$ cat config.mk
export PLATFORM = sky130hd
export DESIGN_NAME = cpu_mem_bridge
export DESIGN_NICKNAME = d
export VERILOG_FILES = /design/src/rtl/cpu_mem_bridge.sv
export SDC_FILE = /design/constraint.sdc
export NUM_CORES = 1
export LEC_CHECK = 0
export CORE_ASPECT_RATIO = 0.5
export CORE_UTILIZATION = 39
export DETAILED_ROUTE_END_ITERATION = 8
export GPL_ROUTABILITY_DRIVEN = 0
export GPL_TIMING_DRIVEN = 0
export PLACE_DENSITY_LB_ADDON = 0.12
export SLEW_MARGIN = 25
export SYNTH_ARGS = -nofsm -noshare
export SYNTH_HDL_FRONTEND = slang
export SYNTH_SLANG_ARGS = --single-unit
$ cat constraint.sdc
create_clock -name clk -period 2.1 [get_ports clk]
set_input_delay 0.21 -clock clk [delete_from_list [all_inputs] [get_ports clk]]
set_output_delay 0.21 -clock clk [all_outputs]
set_load 0.01 [all_outputs]
$ cat src/rtl/cpu_mem_bridge.sv
// CPU-to-SRAM bridge: decodes a CPU request, runs one SRAM access (or flags an
// out-of-range error) and returns a single-cycle ack. One transaction at a time.
module cpu_mem_bridge #(
    parameter int unsigned           ADDR_WIDTH = 32,
    parameter int unsigned           DATA_WIDTH = 32,
    parameter int unsigned           SRAM_AW    = 10,
    parameter int unsigned           RD_LATENCY = 2,
    parameter logic [DATA_WIDTH-1:0] ERR_DATA   = 32'hDEAD_BEEF
) (
    input  logic                  clk,
    input  logic                  rst,
    input  logic                  mem_req,
    input  logic                  mem_we,
    input  logic [ADDR_WIDTH-1:0] mem_addr,
    input  logic [DATA_WIDTH-1:0] mem_wdata,
    output logic [DATA_WIDTH-1:0] mem_rdata,
    output logic                  mem_ack,
    output logic                  mem_err,
    output logic                  busy,
    output logic [7:0]            err_count,
    output logic                  sram_en,
    output logic                  sram_we,
    output logic [SRAM_AW-1:0]    sram_addr,
    output logic [DATA_WIDTH-1:0] sram_wdata,
    input  logic [DATA_WIDTH-1:0] sram_rdata
);

    typedef enum logic [2:0] {
        StIdle,
        StAccess,
        StRdWait,
        StAck,
        StRecover
    } state_e;

    // RD_LATENCY is 1..4, so the wait counter never exceeds 3.
    localparam logic [1:0] CntLoad = 2'(RD_LATENCY - 1);

    state_e                  state_q, state_d;
    logic [1:0]              cnt_q, cnt_d;
    logic                    sram_en_q, sram_en_d;
    logic                    sram_we_q, sram_we_d;
    logic [SRAM_AW-1:0]      sram_addr_q, sram_addr_d;
    logic [DATA_WIDTH-1:0]   sram_wdata_q, sram_wdata_d;
    logic [DATA_WIDTH-1:0]   rdata_q, rdata_d;
    logic                    err_q, err_d;
    logic [7:0]              err_cnt_q, err_cnt_d;

    logic accept;
    logic out_of_range;
    logic unused_addr_lsb;

    // Byte-lane bits carry no meaning for word accesses.
    assign unused_addr_lsb = ^mem_addr[1:0];

    assign accept       = (state_q == StIdle) && mem_req;
    assign out_of_range = |mem_addr[ADDR_WIDTH-1:SRAM_AW+2];

    // State register.
    always_ff @(posedge clk) begin
        if (rst) begin
            state_q <= StIdle;
        end else begin
            state_q <= state_d;
        end
    end

    // Next-state logic; the read-wait counter advances alongside the state.
    always_comb begin
        state_d = state_q;
        cnt_d   = cnt_q;
        unique case (state_q)
            StIdle: begin
                if (mem_req) begin
                    state_d = out_of_range ? StAck : StAccess;
                end
            end
            StAccess: begin
                // sram_we_q still holds the direction of the access in flight.
                if (sram_we_q) begin
                    state_d = StAck;
                end else begin
                    state_d = StRdWait;
                    cnt_d   = CntLoad;
                end
            end
            StRdWait: begin
                if (cnt_q == 2'd0) begin
                    state_d = StAck;
                end else begin
                    cnt_d = cnt_q - 2'd1;
                end
            end
            StAck:     state_d = StRecover;
            StRecover: state_d = StIdle;
            default:   state_d = StIdle;
        endcase
    end

    // Datapath next-state: SRAM strobes, read capture and error bookkeeping.
    always_comb begin
        sram_en_d    = 1'b0;
        sram_we_d    = 1'b0;
        sram_addr_d  = sram_addr_q;
        sram_wdata_d = sram_wdata_q;
        rdata_d      = rdata_q;
        err_d        = err_q;
        err_cnt_d    = err_cnt_q;
        if (accept) begin
            err_d = out_of_range;
            if (out_of_range) begin
                if (!mem_we) begin
                    rdata_d = ERR_DATA;
                end
                if (err_cnt_q != 8'hFF) begin
                    err_cnt_d = err_cnt_q + 8'd1;
                end
            end else begin
                sram_en_d    = 1'b1;
                sram_we_d    = mem_we;
                sram_addr_d  = mem_addr[SRAM_AW+1:2];
                sram_wdata_d = mem_wdata;
            end
        end
        if ((state_q == StRdWait) && (cnt_q == 2'd0)) begin
            rdata_d = sram_rdata;
        end
    end

    // Datapath registers.
    always_ff @(posedge clk) begin
        if (rst) begin
            cnt_q        <= 2'd0;
            sram_en_q    <= 1'b0;
            sram_we_q    <= 1'b0;
            sram_addr_q  <= '0;
            sram_wdata_q <= '0;
            rdata_q      <= '0;
            err_q        <= 1'b0;
            err_cnt_q    <= 8'd0;
        end else begin
            cnt_q        <= cnt_d;
            sram_en_q    <= sram_en_d;
            sram_we_q    <= sram_we_d;
            sram_addr_q  <= sram_addr_d;
            sram_wdata_q <= sram_wdata_d;
            rdata_q      <= rdata_d;
            err_q        <= err_d;
            err_cnt_q    <= err_cnt_d;
        end
    end

    // Outputs: ack/err/busy decode from state, the rest come straight from registers.
    always_comb begin
        mem_ack    = (state_q == StAck);
        mem_err    = (state_q == StAck) && err_q;
        busy       = (state_q != StIdle);
        mem_rdata  = rdata_q;
        err_count  = err_cnt_q;
        sram_en    = sram_en_q;
        sram_we    = sram_we_q;
        sram_addr  = sram_addr_q;
        sram_wdata = sram_wdata_q;
    end

endmodule

==> flow_metrics.env, run 1 <==
export IMPL_initial_core_util=0.417
export IMPL_synth_edf_count=0
export IMPL_drt_iter0_markers=147
export IMPL_routed_via_density=4.87
export IMPL_slew_headroom=0.640
export IMPL_hold_path_class="primary input to flip-flop"
export IMPL_leakage_nw=2.02
export IMPL_fin_cells=737
export IMPL_timing_hold_ws_ns=0.332
export IMPL_drt_pass1_iterations=4
export IMPL_grt_max_degree=14
export IMPL_setup_viol=0
export IMPL_gr_total_overflow=0
export IMPL_synth_cell_types=39
export IMPL_fp_dieH_um=68.6
export IMPL_num_vias=3592
export IMPL_ys_seq_area_frac=0.521
export IMPL_drtAntennaViolNets=0
export IMPL_final_max_slew_violation_count=0
export IMPL_die_width_um=135
export IMPL_clk_insertion_delay_late_ns=0.33
export IMPL_maxCapViolations=0
export IMPL_synth_warnings=0
export IMPL_fin_skew_ns=0.00498
export IMPL_dp_hpwl_um=7560
export IMPL_crit_type="flip-flop to output port"
export IMPL_netlist_instances=428
export IMPL_p_per_area_mw_per_mm2=749
export IMPL_cts_buffers=9
export IMPL_synth_fp_nets=530
export IMPL_syn_mean_instance_area_um2=8.08
export IMPL_total_power_mw=4.31
export IMPL_grt_pass1_vias=3253
export IMPL_rows=23
export IMPL_grtUsageMet2=0.365
export IMPL_drc=0
export IMPL_cts_tree="done"
export IMPL_grt_total_usage=0.217
export IMPL_drive_above_1_share=0.0528
export IMPL_grt_pass1_wl_um=15500
export IMPL_fin_ws_ns=0.0733
export IMPL_crit_slowest_cell="clkdlybuf4s50_1"
export IMPL_core_mm2=0.00829
export IMPL_period_needed_ns=2.03
export IMPL_max_freq_mhz=493
export IMPL_synthArstFlopShare=0
export IMPL_clkTransAtPathRegs_ns=0.06
export IMPL_grt_use_met3=0.0826
export IMPL_worstPathCellList="buf_2 -> nor2b_4 -> and3_1 -> clkdlybuf4s50_1"
export IMPL_crit_fanout=10
export IMPL_post_drt_wl_per_cell_um=13.7
export IMPL_synth_seq_cells=90
export IMPL_n_antenna_cell=0
export IMPL_cts_root_buffer="clkbuf_16"
export IMPL_antenna_found_initial=0
export IMPL_post_place_ws_ns=-0.145
export IMPL_ir_drop_uv=523
export IMPL_met1_usage=0.261
export IMPL_dp_cells=723
export IMPL_max_slew_worst_pin_slew_ns=0.539
export IMPL_status="finished clean"
export IMPL_htreeDepth=3
export IMPL_busiest_layer="met2"
export IMPL_cp_arrival_ns=1.82
export IMPL_clkSinkCount=90
export IMPL_min_period_over_period=0.965
export IMPL_boundaryPins=187
export IMPL_syn_area_mm2=0.00346
export IMPL_worst_ep_required_time_ns=1.89
export IMPL_area_growth_synth_to_final_pct=66.1
export IMPL_slowest_delay_ns=0.55
export IMPL_routed_wl_um=10100
export IMPL_finalHoldViolations=0
export IMPL_cts_hold_fix_buffers=0
export IMPL_worst_setup_path_start_kind="flip-flop"
export IMPL_synth_ff_type="dfxtp_1"
export IMPL_clock_path_buffers=2
export IMPL_portBuffers=183
export IMPL_cp_end_kind="output port"
export IMPL_fin_nets=725
export IMPL_fin_setup_tns_ns=0
export IMPL_die_area_mm2=0.00927
## where the power goes
group	total (mW)	switching, mW	internal, mW	leakage (nW)
clock network	1.54	0.609	0.931	0.136
logic	0.871	0.386	0.486	1.15
registers	1.89	0.0668	1.83	0.733
total	4.31	1.06	3.24	2.02
## cells in the mapped netlist, types with 3 or more instances
library cell,count,share of area
a21oi_1,52,0.075
and3_1,3,0.0054
buf_2,6,0.0087
buf_6,4,0.013
clkbuf_1,19,0.021
dfxtp_1,90,0.52
inv_1,7,0.0076
nand2_1,91,0.099
nand3_1,4,0.0058
nor2_1,46,0.050
nor3_1,49,0.071
nor4_1,13,0.024
o21ai_0,5,0.0072
or3_1,7,0.013
## stage by stage
stage	cell area, um^2	util
global placement	5430	0.655
global route	5750	0.693
floorplan	3460	-
CTS	5720	0.690
detailed placement	5430	0.655
finish	5750	0.693
## layer usage
metal	up-vias	share of wire	routed length (um)
met4	0	0.0096	97
li1	1847	-	-
met1	1619	0.44	4480
met3	9	0.084	847
met5	-	0	0
met2	117	0.46	4670
## final timing paths
path                 startpoint            end  slack [ns]  cells after the start
hold reg to reg   sram_wdata[1]  sram_wdata[1]        0.45                      2
setup reg to reg   err_count[0]   err_count[7]        0.18                      6
hold / removal              rst     state_q[1]        0.33                      3
setup / recovery     state_q[1]        mem_err        0.07                      4
## cell usage in the layout (no fill, tap or decap), drive strengths merged, types with 4 or more instances in the layout
cell type        n
or3              7
a21oi           52
and3             4
nand2           91
clkdlybuf4s50  183
nor4            13
inv              7
o21ai            6
clkbuf          29
dfxtp           90
nor2            46
nand3            4
nor3            52
buf             12
## worst max-delay path, delay by kind of cell (launching register included)
family	cells	cell delay, ns
buffers and inverters	2	0.76
DFF	1	0.34
and+or+nand+nor	2	0.40
## final cells by class
| cell class | count | area, um^2 |
|---|---|---|
| buffer | 30 | 150 |
| clock buffer | 10 | 239 |
| clock inverter | 3 | 42.5 |
| fill | 707 | 2540 |
| inverter | 7 | 26.3 |
| multi-input combinational | 301 | 1490 |
| sequential | 90 | 1800 |
| tap | 112 | 140 |
| timing repair buffer | 184 | 1850 |
## flip-flops by register name, summed over array words and instances, names as in the netlist
register,count
sram_we,1
err_q,1
cnt_q,2
err_count,8
sram_addr,10
state_q,3
mem_rdata,32
sram_en,1
sram_wdata,32
## cell families after synthesis
| kind of cell | share of synthesized area |
|---|---|
| compound gates | 0.110 |
| simple gates | 0.308 |
| flops | 0.521 |
| buf+inv | 0.0510 |
| fa+ha+maj | 0.00723 |
| mux | 0.00289 |
## repair_timing
action / 4_1_cts / 5_1_grt
pin swaps: 0 / 1
gates resized for setup: 1 / 2
buffers inserted: 0 / 1
cloned: 0 / 0
setup endpoints to repair: 2 / 27
Note: power is estimated with default switching activity, not from simulation.
==> inputs of run 2 (changes only) <==
REMOVE_ABC_BUFFERS = 1   (was not set)
SLEW_MARGIN = 20   (was 25)
==> run 2 against run 1 <==
  * Sequential cell count unchanged
  * First-iteration DRC count decreased by 23%
  * Core utilization is 0.72 points higher
  * Global-route usage is 0.77 points lower
  * Cell count is 2.3% lower
  * Highest routed layer unchanged
==> flow_metrics.env, run 2 (same netlist as run 1, synthesis figures left out) <==
export IMPL_gr_total_overflow=0
export IMPL_p_per_area_mw_per_mm2=774
export IMPL_routed_wl_um=9980
export IMPL_post_drt_wl_per_cell_um=13.9
export IMPL_finalHoldViolations=0
export IMPL_die_width_um=135
export IMPL_core_mm2=0.00829
export IMPL_die_area_mm2=0.00927
export IMPL_cts_tree="done"
export IMPL_rr_startpoint="err_count[0]"
export IMPL_antenna_found_initial=0
export IMPL_routed_via_density=4.82
export IMPL_worst_ep_required_time_ns=1.89
export IMPL_initial_core_util=0.417
export IMPL_timing_hold_ws_ns=0.327
export IMPL_clkSinkCount=90
export IMPL_grt_pass1_vias=3059
export IMPL_cp_arrival_ns=1.75
export IMPL_mostFrequentLayoutCells="183 x clkdlybuf4s50_1, 91 x nand2_1, 89 x dfxtp_1, 52 x a21oi_1, 49 x nor3_1"
export IMPL_grt_setup_unrepaired="no"
export IMPL_max_freq_mhz=509
export IMPL_crit_type="flip-flop to output port"
export IMPL_area_growth_synth_to_final_pct=67.8
export IMPL_grt_max_degree=49
export IMPL_num_vias=3468
export IMPL_leakage_nw=2.03
export IMPL_n_antenna_cell=0
export IMPL_ir_drop_uv=576
export IMPL_drt_pass1_iterations=4
export IMPL_htreeDepth=3
export IMPL_rows=23
export IMPL_final_common_cell="clkdlybuf4s50_1"
export IMPL_worst_setup_path_start_kind="flip-flop"
export IMPL_max_slew_worst_pin_slew_ns=0.689
export IMPL_post_route_util=0.700
export IMPL_min_period_over_period=0.935
export IMPL_cp_startpoint="state_q[1]"
export IMPL_period_needed_ns=1.96
export IMPL_setup_viol=0
export IMPL_hp_start="rst"
export IMPL_maxCapViolations=0
export IMPL_boundaryPins=187
export IMPL_clock_path_buffers=2
export IMPL_drive_above_1_share=0.0625
export IMPL_clk_insertion_delay_late_ns=0.34
export IMPL_status="finished clean"
export IMPL_cts_buffers=9
export IMPL_slew_headroom=0.539
export IMPL_hold_path_class="primary input to flip-flop"
export IMPL_fin_skew_ns=0.00823
export IMPL_cts_hold_fix_buffers=0
export IMPL_fillCellCount=695
export IMPL_final_max_slew_violation_count=0
export IMPL_grt_total_usage=0.210
export IMPL_grt_pass1_wl_um=14900
export IMPL_fin_nets=706
export IMPL_total_power_mw=4.50
export IMPL_fin_setup_tns_ns=0
export IMPL_clkTransAtPathRegs_ns=0.06
export IMPL_drc=0
export IMPL_portBuffers=184
export IMPL_fp_dieH_um=68.6
export IMPL_crit_fanout=11
export IMPL_cts_root_buffer="clkbuf_16"
export IMPL_dp_hpwl_um=7210
export IMPL_drt_iter0_markers=113
export IMPL_drtAntennaViolNets=0
export IMPL_cp_end_kind="output port"
-- run 2: worst paths after layout --
kind | endpoint | cells after the start | slack (ns)
worst min-delay path | sram_en | 2 | 0.33
worst max register to register | err_count[7] | 6 | 0.19
worst min register to register | sram_wdata[0] | 2 | 0.45
worst max-delay path | mem_err | 3 | 0.14
-- run 2: cell type report --
type | count | area, um^2 | area share
well taps | 112 | 140 | 0.0241
inverters | 7 | 26.3 | 0.00453
flip-flops and latches | 90 | 1800 | 0.311
repair buffers | 195 | 2000 | 0.344
multi-input cells | 301 | 1520 | 0.262
clock inverters | 4 | 76.3 | 0.0131
clock buffers | 11 | 243 | 0.0418
-- run 2: power by group --
part | total, mW | switching (mW) | internal (mW)
clock | 1.72 | 0.648 | 1.07
sequential | 1.90 | 0.0707 | 1.83
combinational | 0.880 | 0.375 | 0.505
total | 4.50 | 1.09 | 3.40
-- run 2: layer usage --
layer  global-route usage  vias to the layer above  share of wire
met3                0.106                       10           0.10
met5                    0                        -              0
li1                     -                     1804              -
met2                0.356                      108           0.47
met1                0.238                     1546           0.42
met4               0.0534                        0         0.0063
-- run 2: critical path, stage by stage, from the launching register on --
cell and delay [ns]:
dfxtp_2 0.43, nor2b_2 0.27, and3_1 0.18, clkdlybuf4s50_1 0.54
-- run 2: timing repair --
item,CTS,global route
setup buffers,0,1
endpoints found under the setup margin,2,44
gates resized for setup,2,3
gates cloned,0,0
pin swaps,0,2
-- run 2: metrics by stage --
step / setup WS (ns) / cell area, um^2 / cells
6_report: 0.137 / 5810 / 720
5_1_grt: 0.0408 / 5810 / 720
4_1_cts: 0.0232 / 5780 / 719
3_5_place_dp: -0.317 / 5460 / 704
3_3_place_gp: -2.22 / 5290 / 694
2_1_floorplan: -0.678 / 3310 / 398
==> inputs of run 3 (changes only) <==
--- a/config.mk
+++ b/config.mk
@@ -17,2 +17,3 @@
 export SYNTH_HDL_FRONTEND = slang
 export SYNTH_SLANG_ARGS = --single-unit
+export TNS_END_PERCENT = 5
==> constraint.sdc (replaced) <==
create_clock -name clk -period 2.1 [get_ports clk]
set_input_delay 0.315 -clock clk [delete_from_list [all_inputs] [get_ports clk]]
set_output_delay 0.315 -clock clk [all_outputs]
set_load 0.01 [all_outputs]
==> run 3 against run 2 <==
  * Sequential cell count is the same
  * Core utilization grew 0.29 points
  * Critical path type unchanged
  * Critical path depth is the same
  * Final area grew 0.41%
  * Combinational power grew 0.7%
  * Highest routed layer unchanged
  * Fmax shrank 3.2%
  * Global-route usage grew 0.083 points
  * Sequential power is essentially flat
  * Cell count is the same
==> flow_metrics.env, run 3 (same netlist as run 1, synthesis figures left out) <==
export IMPL_maxCapViolations=0
export IMPL_busiest_layer="met2"
export IMPL_rows=23
export IMPL_clkSinkCount=90
export IMPL_routed_wl_um=10000
export IMPL_worstPathCellList="nor2b_4 -> and3_1 -> clkdlybuf4s50_1"
export IMPL_max_freq_mhz=493
export IMPL_hp_start="rst"
export IMPL_cts_buffers=9
export IMPL_slew_headroom=0.533
export IMPL_fp_dieH_um=68.6
export IMPL_p_per_area_mw_per_mm2=773
export IMPL_post_route_util=0.703
export IMPL_clk_insertion_delay_late_ns=0.34
export IMPL_mostFrequentLayoutCells="183 x clkdlybuf4s50_1, 91 x nand2_1, 89 x dfxtp_1, 52 x a21oi_1, 49 x nor3_1"
export IMPL_status="finished clean"
export IMPL_reg2regPathDepth=7
export IMPL_regToRegSetupSlack_ns=0.17
export IMPL_cts_hold_fix_buffers=0
export IMPL_grt_pass1_vias=3061
export IMPL_n_antenna_cell=0
export IMPL_boundaryPins=187
export IMPL_setup_viol=0
export IMPL_cts_tree="done"
export IMPL_max_slew_worst_pin_slew_ns=0.698
export IMPL_core_mm2=0.00829
export IMPL_path_delay_family="buffers and inverters"
export IMPL_initial_core_util=0.417
export IMPL_clock_path_buffers=2
export IMPL_grt_setup_unrepaired="no"
export IMPL_num_vias=3476
export IMPL_cp_end_kind="output port"
export IMPL_worst_setup_path_start_kind="flip-flop"
export IMPL_drc=0
export IMPL_grt_pass1_wl_um=15000
export IMPL_clkTransAtPathRegs_ns=0.06
export IMPL_fin_skew_ns=0.00904
export IMPL_post_place_ws_ns=-0.422
export IMPL_cp_num_cells=3
export IMPL_min_period_over_period=0.966
export IMPL_grt_total_usage=0.211
export IMPL_r2r_end="mem_rdata[7]"
export IMPL_crit_fanout=11
export IMPL_worst_ep_required_time_ns=1.78
export IMPL_die_width_um=135
export IMPL_crit_slowest_cell="clkdlybuf4s50_1"
export IMPL_holdPathEnd="sram_en"
export IMPL_drtAntennaViolNets=0
export IMPL_cts_root_buffer="clkbuf_16"
export IMPL_hold_path_class="primary input to flip-flop"
export IMPL_final_common_cell="clkdlybuf4s50_1"
export IMPL_grtUsageMet2=0.354
export IMPL_met1_usage=0.240
export IMPL_area_growth_synth_to_final_pct=68.5
export IMPL_post_drt_wl_per_cell_um=13.9
export IMPL_antenna_found_initial=0
export IMPL_drt_pass1_iterations=4
export IMPL_fin_nets=706
export IMPL_grt_use_met3=0.107
export IMPL_crit_type="flip-flop to output port"
export IMPL_drive_above_1_share=0.0674
export IMPL_ir_drop_uv=577
export IMPL_die_area_mm2=0.00927
export IMPL_drt_iter0_markers=116
export IMPL_cp_arrival_ns=1.71
export IMPL_gr_total_overflow=0
export IMPL_slowest_delay_ns=0.54
export IMPL_fin_ws_ns=0.0717
export IMPL_final_max_slew_violation_count=0
export IMPL_finalHoldViolations=0
export IMPL_htreeDepth=3
export IMPL_crit_buf_inv=1
export IMPL_routed_via_density=4.83
export IMPL_portBuffers=184
export IMPL_rr_startpoint="state_q[2]"
export IMPL_worst_hold_path_num_cells=2
export IMPL_period_needed_ns=2.03
export IMPL_grt_max_degree=49
export IMPL_leakage_nw=2.04
export IMPL_dp_hpwl_um=7210
## run 3: where the power goes
part           internal [mW]  switching, mW
logic                  0.508          0.378
clock network           1.07          0.649
registers               1.83         0.0721
total                   3.40           1.10
## run 3: cell type report
class | count | area (um^2)
fillers | 693 | 2460
well taps | 112 | 140
multi-input cells | 301 | 1550
clock buffers | 11 | 243
repair buffers | 195 | 2000
clock inverters | 4 | 76.3
flip-flops and latches | 90 | 1800
inverters | 7 | 26.3
## run 3: worst max path at each step
stage	slack (ns)	endpoint	start
2_1_floorplan	-0.68	mem_rdata[14]	cnt_q[0]
3_3_place_gp	-2.32	err_count[2]	rst
3_5_place_dp	-0.42	sram_wdata[27]	mem_addr[14]
4_1_cts	-0.006	sram_wdata[27]	mem_addr[14]
5_1_grt	0.0004	mem_err	state_q[1]
6_report	0.07	mem_err	state_q[1]
## run 3: metal layers
layer  vias to the layer above  share of wire
met4                         0         0.0061
li1                       1803              -
met1                      1547           0.43
met3                         9           0.10
met2                       117           0.46
met5                         -              0
## run 3: repair_timing
item	CTS	global route
endpoints found under the setup margin	45	46
setup buffers	0	1
endpoints found under the hold margin	0	0
resized for setup	6	3
pin swaps	2	1
## run 3: through the flow
stage	setup TNS, ns	power (mW)	instance area, um^2	hold slack [ns]	instances
finish	0	4.50	5830	0.434	720
global route	0	4.70	5830	0.438	720
global placement	-137.61	2.77	5290	0.441	694
detailed placement	-21.87	2.81	5460	0.445	704
floorplan	-20.74	2.27	3310	0.384	398
CTS	-0.00639	4.53	5800	0.417	719
